**src/rtl/lcd_cmd_driver_if.sv**
```systemverilog
// LSU-side io_lcd register and HD44780 pin bundle for lcd_cmd_driver.
// master = LSU/board side, slave = the driver.
interface lcd_cmd_driver_if;
  logic [31:0] io_lcd;
  logic [7:0]  lcd_data_o;
  logic        lcd_rs_o;
  logic        lcd_rw_o;
  logic        lcd_en_o;
  logic        lcd_on_o;
  logic        lcd_busy_o;
  logic        lcd_done_o;
  logic        lcd_ovf_o;

  modport master (
    output io_lcd,
    input  lcd_data_o, lcd_rs_o, lcd_rw_o, lcd_en_o, lcd_on_o,
           lcd_busy_o, lcd_done_o, lcd_ovf_o
  );

  modport slave (
    input  io_lcd,
    output lcd_data_o, lcd_rs_o, lcd_rw_o, lcd_en_o, lcd_on_o,
           lcd_busy_o, lcd_done_o, lcd_ovf_o
  );
endinterface

```
**src/rtl/lcd_cmd_driver.sv**
```systemverilog
// Turns toggle-flagged io_lcd writes into HD44780 write cycles with a 1-deep buffer.
// Define LCD_INIT_EN to auto-issue the 0x38/0x0C/0x01/0x06 init sequence after reset.
module lcd_cmd_driver #(
  parameter int SETUP_CYC = 2,
  parameter int PULSE_CYC = 12,
  parameter int HOLD_CYC  = 2,
  parameter int EXEC_CYC  = 2000,
  parameter int LONG_CYC  = 82000
) (
  input  logic            clk_i,
  input  logic            rst_ni,
  lcd_cmd_driver_if.slave bus
);

  localparam int M0   = (SETUP_CYC > PULSE_CYC) ? SETUP_CYC : PULSE_CYC;
  localparam int M1   = (M0 > HOLD_CYC) ? M0 : HOLD_CYC;
  localparam int M2   = (M1 > EXEC_CYC) ? M1 : EXEC_CYC;
  localparam int MAXC = (M2 > LONG_CYC) ? M2 : LONG_CYC;
  localparam int CW   = (MAXC > 1) ? $clog2(MAXC) : 1;

`ifdef LCD_INIT_EN
  localparam logic [2:0] INIT_START = 3'd0;
`else
  localparam logic [2:0] INIT_START = 3'd4;
`endif

  typedef enum logic [2:0] {IDLE, SETUP, PULSE, HOLD, EXEC} state_e;
  typedef struct packed {
    logic       rs;
    logic [7:0] data;
  } cmd_t;

  state_e        state_q;
  logic [CW-1:0] cnt_q;
  logic          tog_q, on_q, en_q, done_q, ovf_q;
  cmd_t          act_q, buf_q;
  logic          buf_vld_q;
  logic [2:0]    init_idx_q;
  logic          init_cur_q;

  cmd_t new_cmd, init_cmd, nxt_cmd_d;
  logic det, exec_end, slot_free, init_pend;
  logic take_init, pop, take_det, start, is_long;

  always_comb begin
    new_cmd.rs   = bus.io_lcd[9];
    new_cmd.data = bus.io_lcd[7:0];
    init_cmd.rs  = 1'b0;
    case (init_idx_q[1:0])
      2'd0:    init_cmd.data = 8'h38;
      2'd1:    init_cmd.data = 8'h0C;
      2'd2:    init_cmd.data = 8'h01;
      default: init_cmd.data = 8'h06;
    endcase
    det       = bus.io_lcd[16] ^ tog_q;
    exec_end  = (state_q == EXEC) && (cnt_q == '0);
    // slot_free: the active registers can accept a new command on this edge
    slot_free = (state_q == IDLE) || exec_end;
    init_pend = !init_idx_q[2];
    take_init = slot_free && init_pend;
    pop       = slot_free && !init_pend && buf_vld_q;
    take_det  = slot_free && !init_pend && !buf_vld_q && det;
    start     = take_init || pop || take_det;
    nxt_cmd_d = take_init ? init_cmd : (pop ? buf_q : new_cmd);
    is_long   = !act_q.rs && (act_q.data inside {8'h01, 8'h02, 8'h03});
  end

  always_ff @(posedge clk_i or negedge rst_ni) begin
    if (!rst_ni) begin
      state_q    <= IDLE;
      cnt_q      <= '0;
      tog_q      <= 1'b0;
      on_q       <= 1'b0;
      en_q       <= 1'b0;
      done_q     <= 1'b0;
      ovf_q      <= 1'b0;
      act_q      <= '0;
      buf_q      <= '0;
      buf_vld_q  <= 1'b0;
      init_idx_q <= INIT_START;
      init_cur_q <= 1'b0;
    end else begin
      tog_q  <= bus.io_lcd[16];
      on_q   <= bus.io_lcd[31];
      done_q <= exec_end && !init_cur_q;
      if (start) begin
        state_q    <= SETUP;
        cnt_q      <= CW'(SETUP_CYC - 1);
        act_q      <= nxt_cmd_d;
        init_cur_q <= take_init;
        if (take_init) init_idx_q <= init_idx_q + 3'd1;
      end else begin
        case (state_q)
          IDLE: ;
          SETUP:
            if (cnt_q == '0) begin
              state_q <= PULSE;
              en_q    <= 1'b1;
              cnt_q   <= CW'(PULSE_CYC - 1);
            end else cnt_q <= cnt_q - CW'(1);
          PULSE:
            if (cnt_q == '0) begin
              state_q <= HOLD;
              en_q    <= 1'b0;
              cnt_q   <= CW'(HOLD_CYC - 1);
            end else cnt_q <= cnt_q - CW'(1);
          HOLD:
            if (cnt_q == '0) begin
              state_q <= EXEC;
              cnt_q   <= is_long ? CW'(LONG_CYC - 1) : CW'(EXEC_CYC - 1);
            end else cnt_q <= cnt_q - CW'(1);
          EXEC:
            if (cnt_q == '0) state_q <= IDLE;
            else             cnt_q   <= cnt_q - CW'(1);
          default: state_q <= IDLE;
        endcase
      end
      // A detect during a pop refills the slot being freed, so it is not an overflow.
      if (det && !take_det) begin
        if (!buf_vld_q || pop) begin
          buf_q     <= new_cmd;
          buf_vld_q <= 1'b1;
        end else begin
          ovf_q <= 1'b1;
        end
      end else if (pop) begin
        buf_vld_q <= 1'b0;
      end
    end
  end

  logic unused_io;
  assign unused_io = ^{bus.io_lcd[30:17], bus.io_lcd[15:10], bus.io_lcd[8]};

  assign bus.lcd_data_o = act_q.data;
  assign bus.lcd_rs_o   = act_q.rs;
  assign bus.lcd_rw_o   = 1'b0;
  assign bus.lcd_en_o   = en_q;
  assign bus.lcd_on_o   = on_q;
  assign bus.lcd_busy_o = (state_q != IDLE);
  assign bus.lcd_done_o = done_q;
  assign bus.lcd_ovf_o  = ovf_q;

endmodule

```
**src/flat_wrapper.sv**
```systemverilog
// flat-port wrapper written by rule: the top's interface ports become plain ports
module lcd_cmd_driver_flat 
#(
  parameter int SETUP_CYC = 2,
  parameter int PULSE_CYC = 12,
  parameter int HOLD_CYC  = 2,
  parameter int EXEC_CYC  = 2000,
  parameter int LONG_CYC  = 82000
)
  (clk_i, rst_ni, bus_io_lcd, bus_lcd_data_o, bus_lcd_rs_o, bus_lcd_rw_o, bus_lcd_en_o, bus_lcd_on_o, bus_lcd_busy_o, bus_lcd_done_o, bus_lcd_ovf_o);
  lcd_cmd_driver_if bus_i ();
  input  logic clk_i;
  input  logic rst_ni;
  input wire logic [$bits(bus_i.io_lcd)-1:0] bus_io_lcd;
  output wire logic [$bits(bus_i.lcd_data_o)-1:0] bus_lcd_data_o;
  output wire logic [$bits(bus_i.lcd_rs_o)-1:0] bus_lcd_rs_o;
  output wire logic [$bits(bus_i.lcd_rw_o)-1:0] bus_lcd_rw_o;
  output wire logic [$bits(bus_i.lcd_en_o)-1:0] bus_lcd_en_o;
  output wire logic [$bits(bus_i.lcd_on_o)-1:0] bus_lcd_on_o;
  output wire logic [$bits(bus_i.lcd_busy_o)-1:0] bus_lcd_busy_o;
  output wire logic [$bits(bus_i.lcd_done_o)-1:0] bus_lcd_done_o;
  output wire logic [$bits(bus_i.lcd_ovf_o)-1:0] bus_lcd_ovf_o;
  assign bus_i.io_lcd = bus_io_lcd;
  assign bus_lcd_data_o = bus_i.lcd_data_o;
  assign bus_lcd_rs_o = bus_i.lcd_rs_o;
  assign bus_lcd_rw_o = bus_i.lcd_rw_o;
  assign bus_lcd_en_o = bus_i.lcd_en_o;
  assign bus_lcd_on_o = bus_i.lcd_on_o;
  assign bus_lcd_busy_o = bus_i.lcd_busy_o;
  assign bus_lcd_done_o = bus_i.lcd_done_o;
  assign bus_lcd_ovf_o = bus_i.lcd_ovf_o;
  lcd_cmd_driver #(.SETUP_CYC(SETUP_CYC), .PULSE_CYC(PULSE_CYC), .HOLD_CYC(HOLD_CYC), .EXEC_CYC(EXEC_CYC), .LONG_CYC(LONG_CYC)) u_core (.clk_i(clk_i), .rst_ni(rst_ni), .bus(bus_i));
endmodule
```
**config.mk**
```make
export PLATFORM = sky130hd
export DESIGN_NAME = lcd_cmd_driver_flat
export DESIGN_NICKNAME = d
export VERILOG_FILES = /design/src/rtl/lcd_cmd_driver_if.sv /design/src/rtl/lcd_cmd_driver.sv /design/src/flat_wrapper.sv
export SDC_FILE = /design/constraint.sdc
export NUM_CORES = 1
export LEC_CHECK = 0
export BUFFER_PORTS_ARGS = -buffer_cell sky130_fd_sc_hd__buf_2
export CORE_UTILIZATION = 60
export CTS_CLUSTER_SIZE = 40
export DETAILED_ROUTE_END_ITERATION = 10
export PLACE_DENSITY = 0.88
export SYNTH_ARGS = -nofsm -noshare
export SYNTH_HDL_FRONTEND = slang
export SYNTH_SLANG_ARGS = --single-unit
```
**constraint.sdc**
```tcl
create_clock -name clk_i -period 3.99 [get_ports clk_i]
set_clock_uncertainty 0.2 [all_clocks]
set_input_delay 0.5985 -clock clk_i [delete_from_list [all_inputs] [get_ports clk_i]]
set_output_delay 0.5985 -clock clk_i [all_outputs]
set_load 0.1 [all_outputs]
```
==> reports/metrics.csv, run 1 <==
stage;metric;value;unit
floorplan;die_area;5020;um^2
status;run_status;finished clean;
power_and_ir_drop;static-leakage-power;1.25;nW
drt;drt.antenna.violating_nets;0;
clock_network;post-cts-setup-buffer-count;0;
clock_network;tritoncts;built;
finish;diodes;0;
power_and_ir_drop;power.total;0.910;mW
setup_path;critical_path.top_delay_family;compound AO/OA/AOI/OAI gates;
clock_network;clock_tree.htree_level_count;2;
clock_network;clkSinkCount;48;
logic_synthesis;synth.yosys.seq_area_share;0.423;
grt;grt_antenna_before_repair;0;
setup_path;cp_slowest_stage_delay;0.93;ns
logic_synthesis;synth-edff-count;0;
drt;firstDrtPassIters;7;
logic_synthesis;postSynthNetCount;345;
logic_synthesis;ys_async_sr_fraction;1.00;
setup_path;crit_path_top_delay_cell;sky130_fd_sc_hd__o31ai_2;
setup_path;worstPathCellList;inv_1 -> ha_1 -> nor4b_2 -> a41oi_2 -> o31ai_2 -> o21ai_0 -> o41ai_1;
worst_hold_path;hold_path_startpoint;bus_io_lcd[31];
sta;rsz0062_at_grt;false;
logic_synthesis;flip_flop_cell_with_the_highest_count_after_synthesis;sky130_fd_sc_hd__dfrtp_1;
clock_network;worstSkewPairLatency;0.30;ns
setup_path;cp_max_fo;14;
setup_path;r2r_setup_slack;0.98;ns
grt;globalRouteTotalUtil;0.286;
clock_network;cts_root_buffer;sky130_fd_sc_hd__clkbuf_8;
drt;route.final.wire_length;6540;um
setup_path;critPathCaptureType;flip-flop;
power_and_ir_drop;peakVddDrop;0.231;mV
grt;grt_pass1_vias;2361;
setup_path;critPathLaunchType;flip-flop;
logic_synthesis;ys_warn_count;0;
logic_synthesis;avgSynthCellArea;9.33;um^2
floorplan;chipHeight;70.9;um
setup_path;critical_path_class;flip-flop to flip-flop;
finish;layout.cell_area.non_filler;3090;um^2
setup_path;cp_data_required_time;3.99;ns
floorplan;coreArea;4440;um^2
flow_run;max-cap-violations;0;
logic_synthesis;synthesis.area;2850;um^2
finish;final_net_count;365;
logic_synthesis;ys_ff_latch;48;
worst_hold_path;holdCritPathClass;primary input to flip-flop;
place;port_buffers;26;
place;placed_wire_length_estimate;4640;um
floorplan;floorplan.initialDensity;0.640;
setup_path;worst-r2r-cell-count;7;
finish;area_growth;8.71;%
power_and_ir_drop;powerDensity;294;nW/um^2
clock_network;cts_made_buffers;5;
place;placement_stage_cell_area;2990;um^2
setup_path;cp_num_buf_inv;1;
clock_network;clkTransAtPathRegs;0.09;ns
logic_synthesis;post_synth_inst_count;305;
sta;drv_slew;0;
worst_hold_path;number_of_cells_on_the_worst_hold_path;1;
clock_network;hold_buf_count_cts;0;
floorplan;pin_count;49;
drt;wl_per_cell;17.3;um
clock_network;postCtsResizedCells;0;
grt;grt_overflow_total;0;
sta;tightest_slew;1.04;ns
grt;grt_pass1_wl;11200;um
floorplan;row_count;24;
sta;max_clock_freq;332;MHz
drt;drc;0;
drt;via_per_inst;6.60;
sta;final_min_period_over_clock_period;0.755;
sta;finalHoldViolations;0;
clock_network;cts-root-to-sink-buffers;2;
floorplan;die_w;70.9;um
drt;number_of_vias_in_the_routed_layout;2494;
sta;final.min_clock_period;3.01;ns
sta;setup_viol;0;
grt;maximum_number_of_pins_on_one_net_before_global_route_repair;49;
drt;drt_first_iter_violations;245;
worst_hold_path;hold_path_end;u_core.bus.lcd_on_o$_DFF_PN0_;
logic_synthesis;ys_types;63;
setup_path;worst-endpoint-arrival;3.01;ns
setup_path;r2r_end;u_core.cnt_q[15]$_DFFE_PN0P_;
sta;fin_tns_setup;0;ns
finish;post_route_cells_drive_above_1_share;0.184;
setup_path;crit-reg2reg-launch;u_core.cnt_q[0]$_DFFE_PN0P_;
place;finalWeightedCongestion;0.890;
sta;slew_headroom;0.308;
## routing by layer
metal  part of all wire  vias up  wire (um)  GRT usage
met3              0.044        8        286     0.0499
met1               0.44     1224       2850      0.360
li1                   -     1183          -          -
met5                  0        -          0          0
met2               0.51       79       3340      0.494
met4              0.011        0         70      0.107
## synth_stat cells (6+ instances only)
cell,count,area (um^2)
sky130_fd_sc_hd__nor2_1,22,82.6
sky130_fd_sc_hd__or3_1,7,43.8
sky130_fd_sc_hd__inv_1,10,37.5
sky130_fd_sc_hd__nor3_1,14,70.1
sky130_fd_sc_hd__dfrtp_1,47,1180
sky130_fd_sc_hd__a31oi_1,8,50.1
sky130_fd_sc_hd__mux2_2,11,124
sky130_fd_sc_hd__a21oi_1,12,60.1
sky130_fd_sc_hd__nand3_1,8,40.0
sky130_fd_sc_hd__nand2_1,26,97.6
sky130_fd_sc_hd__o21ai_0,29,145
sky130_fd_sc_hd__o211ai_1,7,52.6
sky130_fd_sc_hd__ha_1,6,75.1
sky130_fd_sc_hd__clkbuf_1,11,41.3
## cells by family after synthesis
| family | synth area share |
|---|---|
| mux | 0.0545 |
| simple gates | 0.215 |
| flops | 0.423 |
| other cells | 0.00132 |
| xor+xnor | 0.0185 |
| buf+inv | 0.0418 |
| fa+ha+maj | 0.0299 |
| compound gates | 0.217 |
## flip-flops by register name, summed over array words and instances, names as in the netlist
name                   cells
u_core.buf_q               9
u_core.buf_vld_q           1
u_core.bus.lcd_data_o      8
u_core.bus.lcd_done_o      1
u_core.bus.lcd_en_o        1
u_core.bus.lcd_on_o        1
u_core.bus.lcd_ovf_o       1
u_core.bus.lcd_rs_o        1
u_core.cnt_q              17
u_core.init_cur_q          1
u_core.init_idx_q          3
u_core.state_q             3
u_core.tog_q               1
## worst max path at each step
stage	from	endpoint	slack (ns)	cells past startpoint
after floorplan	u_core.state_q[1]$_DFFE_PN0P_	u_core.cnt_q[12]$_DFFE_PN0P_	1.51	5
after global placement	u_core.cnt_q[0]$_DFFE_PN0P_	u_core.cnt_q[8]$_DFFE_PN0P_	1.09	7
after detailed placement	u_core.cnt_q[0]$_DFFE_PN0P_	u_core.cnt_q[8]$_DFFE_PN0P_	1.05	7
after CTS	u_core.cnt_q[0]$_DFFE_PN0P_	u_core.cnt_q[15]$_DFFE_PN0P_	1.02	7
after global routing	u_core.cnt_q[11]$_DFFE_PN0P_	u_core.cnt_q[5]$_DFFE_PN0P_	0.70	5
final	u_core.cnt_q[0]$_DFFE_PN0P_	u_core.cnt_q[15]$_DFFE_PN0P_	0.98	7
## cell type report
| type | count | area [um^2] |
|---|---|---|
| multi-input combinational | 230 | 1520 |
| fill | 355 | 1350 |
| sequential | 48 | 1200 |
| timing repair buffer | 29 | 153 |
| clock buffer | 6 | 72.6 |
| tap | 52 | 65.1 |
| inverter | 11 | 41.3 |
| clock inverter | 2 | 35.0 |
## cell usage in the layout (no fill, tap or decap), types with 4 or more instances in the layout
cell and instances:
sky130_fd_sc_hd__or3_1 7, sky130_fd_sc_hd__nand2_1 26, sky130_fd_sc_hd__clkbuf_8 5, sky130_fd_sc_hd__a21oi_1 12
sky130_fd_sc_hd__mux2_2 11, sky130_fd_sc_hd__dfrtp_1 47, sky130_fd_sc_hd__nor4_1 4, sky130_fd_sc_hd__a31oi_1 8
sky130_fd_sc_hd__a21o_1 5, sky130_fd_sc_hd__ha_1 6, sky130_fd_sc_hd__o21ai_0 29, sky130_fd_sc_hd__xnor2_1 4
sky130_fd_sc_hd__o211ai_1 7, sky130_fd_sc_hd__or4_1 5, sky130_fd_sc_hd__o31ai_1 4, sky130_fd_sc_hd__nor3_1 14
sky130_fd_sc_hd__inv_1 10, sky130_fd_sc_hd__nor2_1 22, sky130_fd_sc_hd__nand4_1 5, sky130_fd_sc_hd__nand3_1 8
sky130_fd_sc_hd__buf_2 26
## power by group
group / total, mW / switching (mW) / internal, mW
Combinational: 0.0495 / 0.0289 / 0.0206
Sequential: 0.514 / 0.00897 / 0.505
Clock: 0.346 / 0.160 / 0.186
## worst reg2reg max path: stages (launching register included)
cell                      delay (ns)
sky130_fd_sc_hd__dfrtp_1        0.40
sky130_fd_sc_hd__inv_1          0.12
sky130_fd_sc_hd__ha_1           0.16
sky130_fd_sc_hd__nor4b_2        0.39
sky130_fd_sc_hd__a41oi_2        0.39
sky130_fd_sc_hd__o31ai_2        0.93
sky130_fd_sc_hd__o21ai_0        0.22
sky130_fd_sc_hd__o41ai_1        0.10
## through the flow
step                hold slack, ns  worst slack [ns]   util  std cells
global placement             0.235              1.09  0.672        370
finish                       0.205             0.978  0.696        378
global route                 0.190             0.704  0.696        378
CTS                          0.202              1.02  0.696        378
floorplan                    0.103              1.51      -        305
detailed placement           0.243              1.05  0.672        370
(Power assumes the default switching activity.)
==> inputs of run 2 (changes only) <==
--- a/config.mk
+++ b/config.mk
@@ -5,11 +5,12 @@
 export SDC_FILE = /design/constraint.sdc
 export NUM_CORES = 1
 export LEC_CHECK = 0
+export ABC_AREA = 1
 export BUFFER_PORTS_ARGS = -buffer_cell sky130_fd_sc_hd__buf_2
-export CORE_UTILIZATION = 60
+export CORE_UTILIZATION = 56
 export CTS_CLUSTER_SIZE = 40
 export DETAILED_ROUTE_END_ITERATION = 10
-export PLACE_DENSITY = 0.88
+export PLACE_DENSITY = 0.83
 export SYNTH_ARGS = -nofsm -noshare
 export SYNTH_HDL_FRONTEND = slang
 export SYNTH_SLANG_ARGS = --single-unit
==> constraint.sdc (replaced) <==
create_clock -name clk_i -period 3.1 [get_ports clk_i]
set_clock_uncertainty 0.2 [all_clocks]
set_input_delay 0.465 -clock clk_i [delete_from_list [all_inputs] [get_ports clk_i]]
set_output_delay 0.465 -clock clk_i [all_outputs]
set_load 0.1 [all_outputs]
==> run 2 against run 1 <==
  * Synthesized cell count up 21%
  * Utilization down 4.9 points
  * Non-clock buffer count down 3
  * Flip-flop and latch count unchanged
  * Critical path depth up 6
  * Count of clock-buffer cells in the layout unchanged
  * Sequential power up 22%
  * Design area about the same
  * Worst setup slack worse by 0.13 ns
  * Power up 22%
  * Combinational power down 9.9%
  * Highest routed layer unchanged
==> reports/metrics.csv, run 2 <==
stage;metric;value;unit;change
clock_network;cts_root_buffer;sky130_fd_sc_hd__clkbuf_8;;
place;placed_cells_incl_taps;456;;+23%
grt;globalRouteTotalUtil;0.246;;-0.0396
floorplan;die_w;73.1;um;+3.2%
logic_synthesis;synthesis.area;2830;um^2;-0.44%
setup_path;cp_max_fo;12;;-2
sta;setup_ws;0.844;ns;-0.134 ns
drt;wl_per_cell;12.6;um;-27%
power_and_ir_drop;powerDensity;359;nW/um^2;+22%
drt;route.final.wire_length;5840;um;-11%
logic_synthesis;synthDominantCellAreaShare;0.415;;+0.00183
floorplan;coreArea;4790;um^2;+7.7%
power_and_ir_drop;peakVddDrop;0.229;mV;-0.69%
setup_path;cp_data_required_time;3.09;ns;-0.90 ns
drt;drc;0;;unchanged
logic_synthesis;synth_most_common_cell;sky130_fd_sc_hd__nand2_1;;
logic_synthesis;synth-edff-count;0;;unchanged
setup_path;worst-endpoint-arrival;2.25;ns;-0.76 ns
place;pre_cts_slack;0.850;ns;-0.203 ns
logic_synthesis;synth_area_leader_cell;sky130_fd_sc_hd__dfrtp_1;;
sta;slew_headroom;0.288;;-0.0192
drt;drt_first_iter_violations;118;;-52%
finish;diodes;0;;unchanged
sta;setup_viol;0;;unchanged
finish;largest_register_ffs;17;;unchanged
drt;number_of_vias_in_the_routed_layout;2462;;-1.3%
finish;instances_no_fill;464;;+23%
sta;hold-worst-slack;0.0708;ns;-0.135 ns
sta;tightest_slew;1.07;ns;+0.0288 ns
drt;firstDrtPassIters;4;;-3
sta;rsz0062_at_grt;false;;
power_and_ir_drop;static-leakage-power;1.61;nW;+29%
logic_synthesis;avgSynthCellArea;7.66;um^2;-18%
clock_network;cts_made_buffers;5;;unchanged
sta;final_min_period_over_clock_period;0.728;;-0.0270
sta;finalHoldViolations;0;;unchanged
finish;final_cell_mix;sky130_fd_sc_hd__nand2_1, sky130_fd_sc_hd__dfrtp_1, sky130_fd_sc_hd__inv_1;;
logic_synthesis;post_synth_inst_count;370;;+21%
clock_network;worstSkewPairLatency;0.30;ns;about the same
setup_path;critical_path_class;flip-flop to flip-flop;;
sta;fin_tns_setup;0;ns;unchanged
drt;via_per_inst;5.31;;-20%
floorplan;pin_count;49;;unchanged
grt;grt_antenna_before_repair;0;;unchanged
clock_network;hold_buf_count_cts;0;;unchanged
clock_network;clock_tree.htree_level_count;2;;unchanged
grt;grt_pass1_vias;2300;;-2.6%
worst_hold_path;holdCritPathClass;primary input to flip-flop;;
floorplan;row_count;25;;+4.2%
finish;largest_register;u_core.cnt_q;;
finish;layout_commonest_cell;sky130_fd_sc_hd__nand2_1;;
finish;final_net_count;436;;+19%
clock_network;postCtsResizedCells;0;;unchanged
place;finalWeightedCongestion;0.899;;+0.98%
floorplan;chipHeight;73.1;um;+3.2%
logic_synthesis;synth.yosys.seq_area_share;0.424;;+0.00187
sta;final.min_clock_period;2.26;ns;-0.756 ns
status;run_status;finished clean;;
finish;finalCoreUtilization;0.647;;-0.0494
setup_path;r2r_setup_slack;0.84;ns;-0.13 ns
drt;drt.antenna.violating_nets;0;;unchanged
grt;grt_pass1_wl;10100;um;-10%
logic_synthesis;postSynthNetCount;410;;+19%
floorplan;floorplan.initialDensity;0.592;;-0.0483
logic_synthesis;ys_async_sr_fraction;1.00;;unchanged
finish;post_route_cells_drive_above_1_share;0.161;;-0.0228
setup_path;critPathCaptureType;flip-flop;;
place;port_buffers;26;;unchanged
floorplan;die_area;5350;um^2;+6.5%
logic_synthesis;ys_types;34;;-46%
place;placed_wire_length_estimate;4360;um;-6.1%
logic_synthesis;ys_ff_latch;48;;unchanged
grt;maximum_number_of_pins_on_one_net_before_global_route_repair;49;;unchanged
sta;drv_slew;0;;unchanged
logic_synthesis;synth_top_cells_by_count;sky130_fd_sc_hd__nand2_1, sky130_fd_sc_hd__dfrtp_1, sky130_fd_sc_hd__inv_1;;
clock_network;clkTransAtPathRegs;0.08;ns;about the same
finish;fillerInstances;441;;+24%
grt;grt_overflow_total;0;;unchanged
sta;max_clock_freq;443;MHz;+33%
flow_run;max-cap-violations;0;;unchanged
finish;area_growth;9.23;%;
logic_synthesis;ys_warn_count;0;;unchanged
logic_synthesis;flip_flop_cell_with_the_highest_count_after_synthesis;sky130_fd_sc_hd__dfrtp_1;;
clock_network;post-cts-setup-buffer-count;0;;unchanged
setup_path;critPathLaunchType;flip-flop;;
clock_network;cts-root-to-sink-buffers;2;;unchanged
clock_network;clkSinkCount;48;;unchanged
clock_network;tritoncts;built;;
logic_synthesis;synth.area.top_cells;sky130_fd_sc_hd__dfrtp_1, sky130_fd_sc_hd__nand2_1, sky130_fd_sc_hd__inv_1;;
## run 2: cell types whose count changed after synthesis, moves of 9 or more
cell / before / now
sky130_fd_sc_hd__nand3_1: 8 / 32
sky130_fd_sc_hd__nand2_2: 0 / 9
sky130_fd_sc_hd__inv_1: 10 / 46
sky130_fd_sc_hd__nor2_1: 22 / 38
sky130_fd_sc_hd__o21ai_0: 29 / 20
sky130_fd_sc_hd__mux2_2: 11 / 0
sky130_fd_sc_hd__nand2_1: 26 / 92
sky130_fd_sc_hd__clkbuf_1: 11 / 2
sky130_fd_sc_hd__nor3_1: 14 / 5
## run 2: critical path, cell delays in order, from the launching register on
cell                      delay [ns]
sky130_fd_sc_hd__dfrtp_1        0.39
sky130_fd_sc_hd__inv_1          0.13
sky130_fd_sc_hd__ha_1           0.20
sky130_fd_sc_hd__inv_1          0.05
sky130_fd_sc_hd__nor2_1         0.08
sky130_fd_sc_hd__nand2_1        0.09
sky130_fd_sc_hd__nor2_4         0.14
sky130_fd_sc_hd__nand3_4        0.12
sky130_fd_sc_hd__nand2_8        0.13
sky130_fd_sc_hd__nand2_2        0.08
sky130_fd_sc_hd__nand2_2        0.20
sky130_fd_sc_hd__nand2_2        0.18
sky130_fd_sc_hd__nand2_1        0.11
sky130_fd_sc_hd__nand2_1        0.05
## run 2: routing by layer
layer / track usage / part of all wire / vias up
li1: - / - / 1229
met1: 0.325 / 0.45 / 1162
met2: 0.394 / 0.49 / 58
met3: 0.0456 / 0.042 / 13
met4: 0.109 / 0.023 / 0
met5: 0 / 0 / -
## run 2: kinds of logic (layout without fill, tap and decap cells)
kind of cell,Yosys count,count (layout),share of synthesized area
AO/OA/AOI/OAI,50,50,0.105
XOR/XNOR,10,10,0.0309
adder cells (fa/ha/maj),6,6,0.0265
buffers and inverters,58,85,0.0888
flip-flops,48,48,0.424
other,1,1,0.00132
AND/OR/NAND/NOR,197,197,0.323
## run 2: final cells by class
class	count	area, um^2	area share
Clock buffer	6	72.6	0.0235
Sequential cell	48	1200	0.389
Tap cell	67	83.8	0.0271
Timing Repair Buffer	26	130	0.0421
Clock inverter	2	35.0	0.0113
Inverter	51	191	0.0619
Multi-Input combinational cell	264	1380	0.446
## run 2: path summary, 6_finish.rpt
| kind | depth (start not counted) | start | to |
|---|---|---|---|
| worst max-delay path | 13 | u_core.cnt_q[0]$_DFFE_PN0P_ | u_core.buf_q[6]$_DFFE_PN0P_ |
| worst max register to register | 13 | u_core.cnt_q[0]$_DFFE_PN0P_ | u_core.buf_q[6]$_DFFE_PN0P_ |
| worst min-delay path | 1 | bus_io_lcd[31] | u_core.bus.lcd_on_o$_DFF_PN0_ |
| max in group asynchronous | 1 | rst_ni | u_core.buf_q[8]$_DFFE_PN0P_ |
| worst min register to register | 1 | u_core.init_cur_q$_DFFE_PN0P_ | u_core.bus.lcd_done_o$_DFF_PN0_ |
| min in group asynchronous | 1 | rst_ni | u_core.cnt_q[7]$_DFFE_PN0P_ |
## run 2: metrics by stage
stage / power [mW] / area, um^2
global route: 1.15 / 3090
detailed placement: 0.685 / 2990
floorplan: 0.661 / 2830
global placement: 0.685 / 2990
finish: 1.11 / 3090
CTS: 1.12 / 3090
## run 2: power breakdown
group,internal [mW],switching (mW)
sequential,0.627,0.000465
combinational,0.0103,0.0343
clock,0.239,0.201
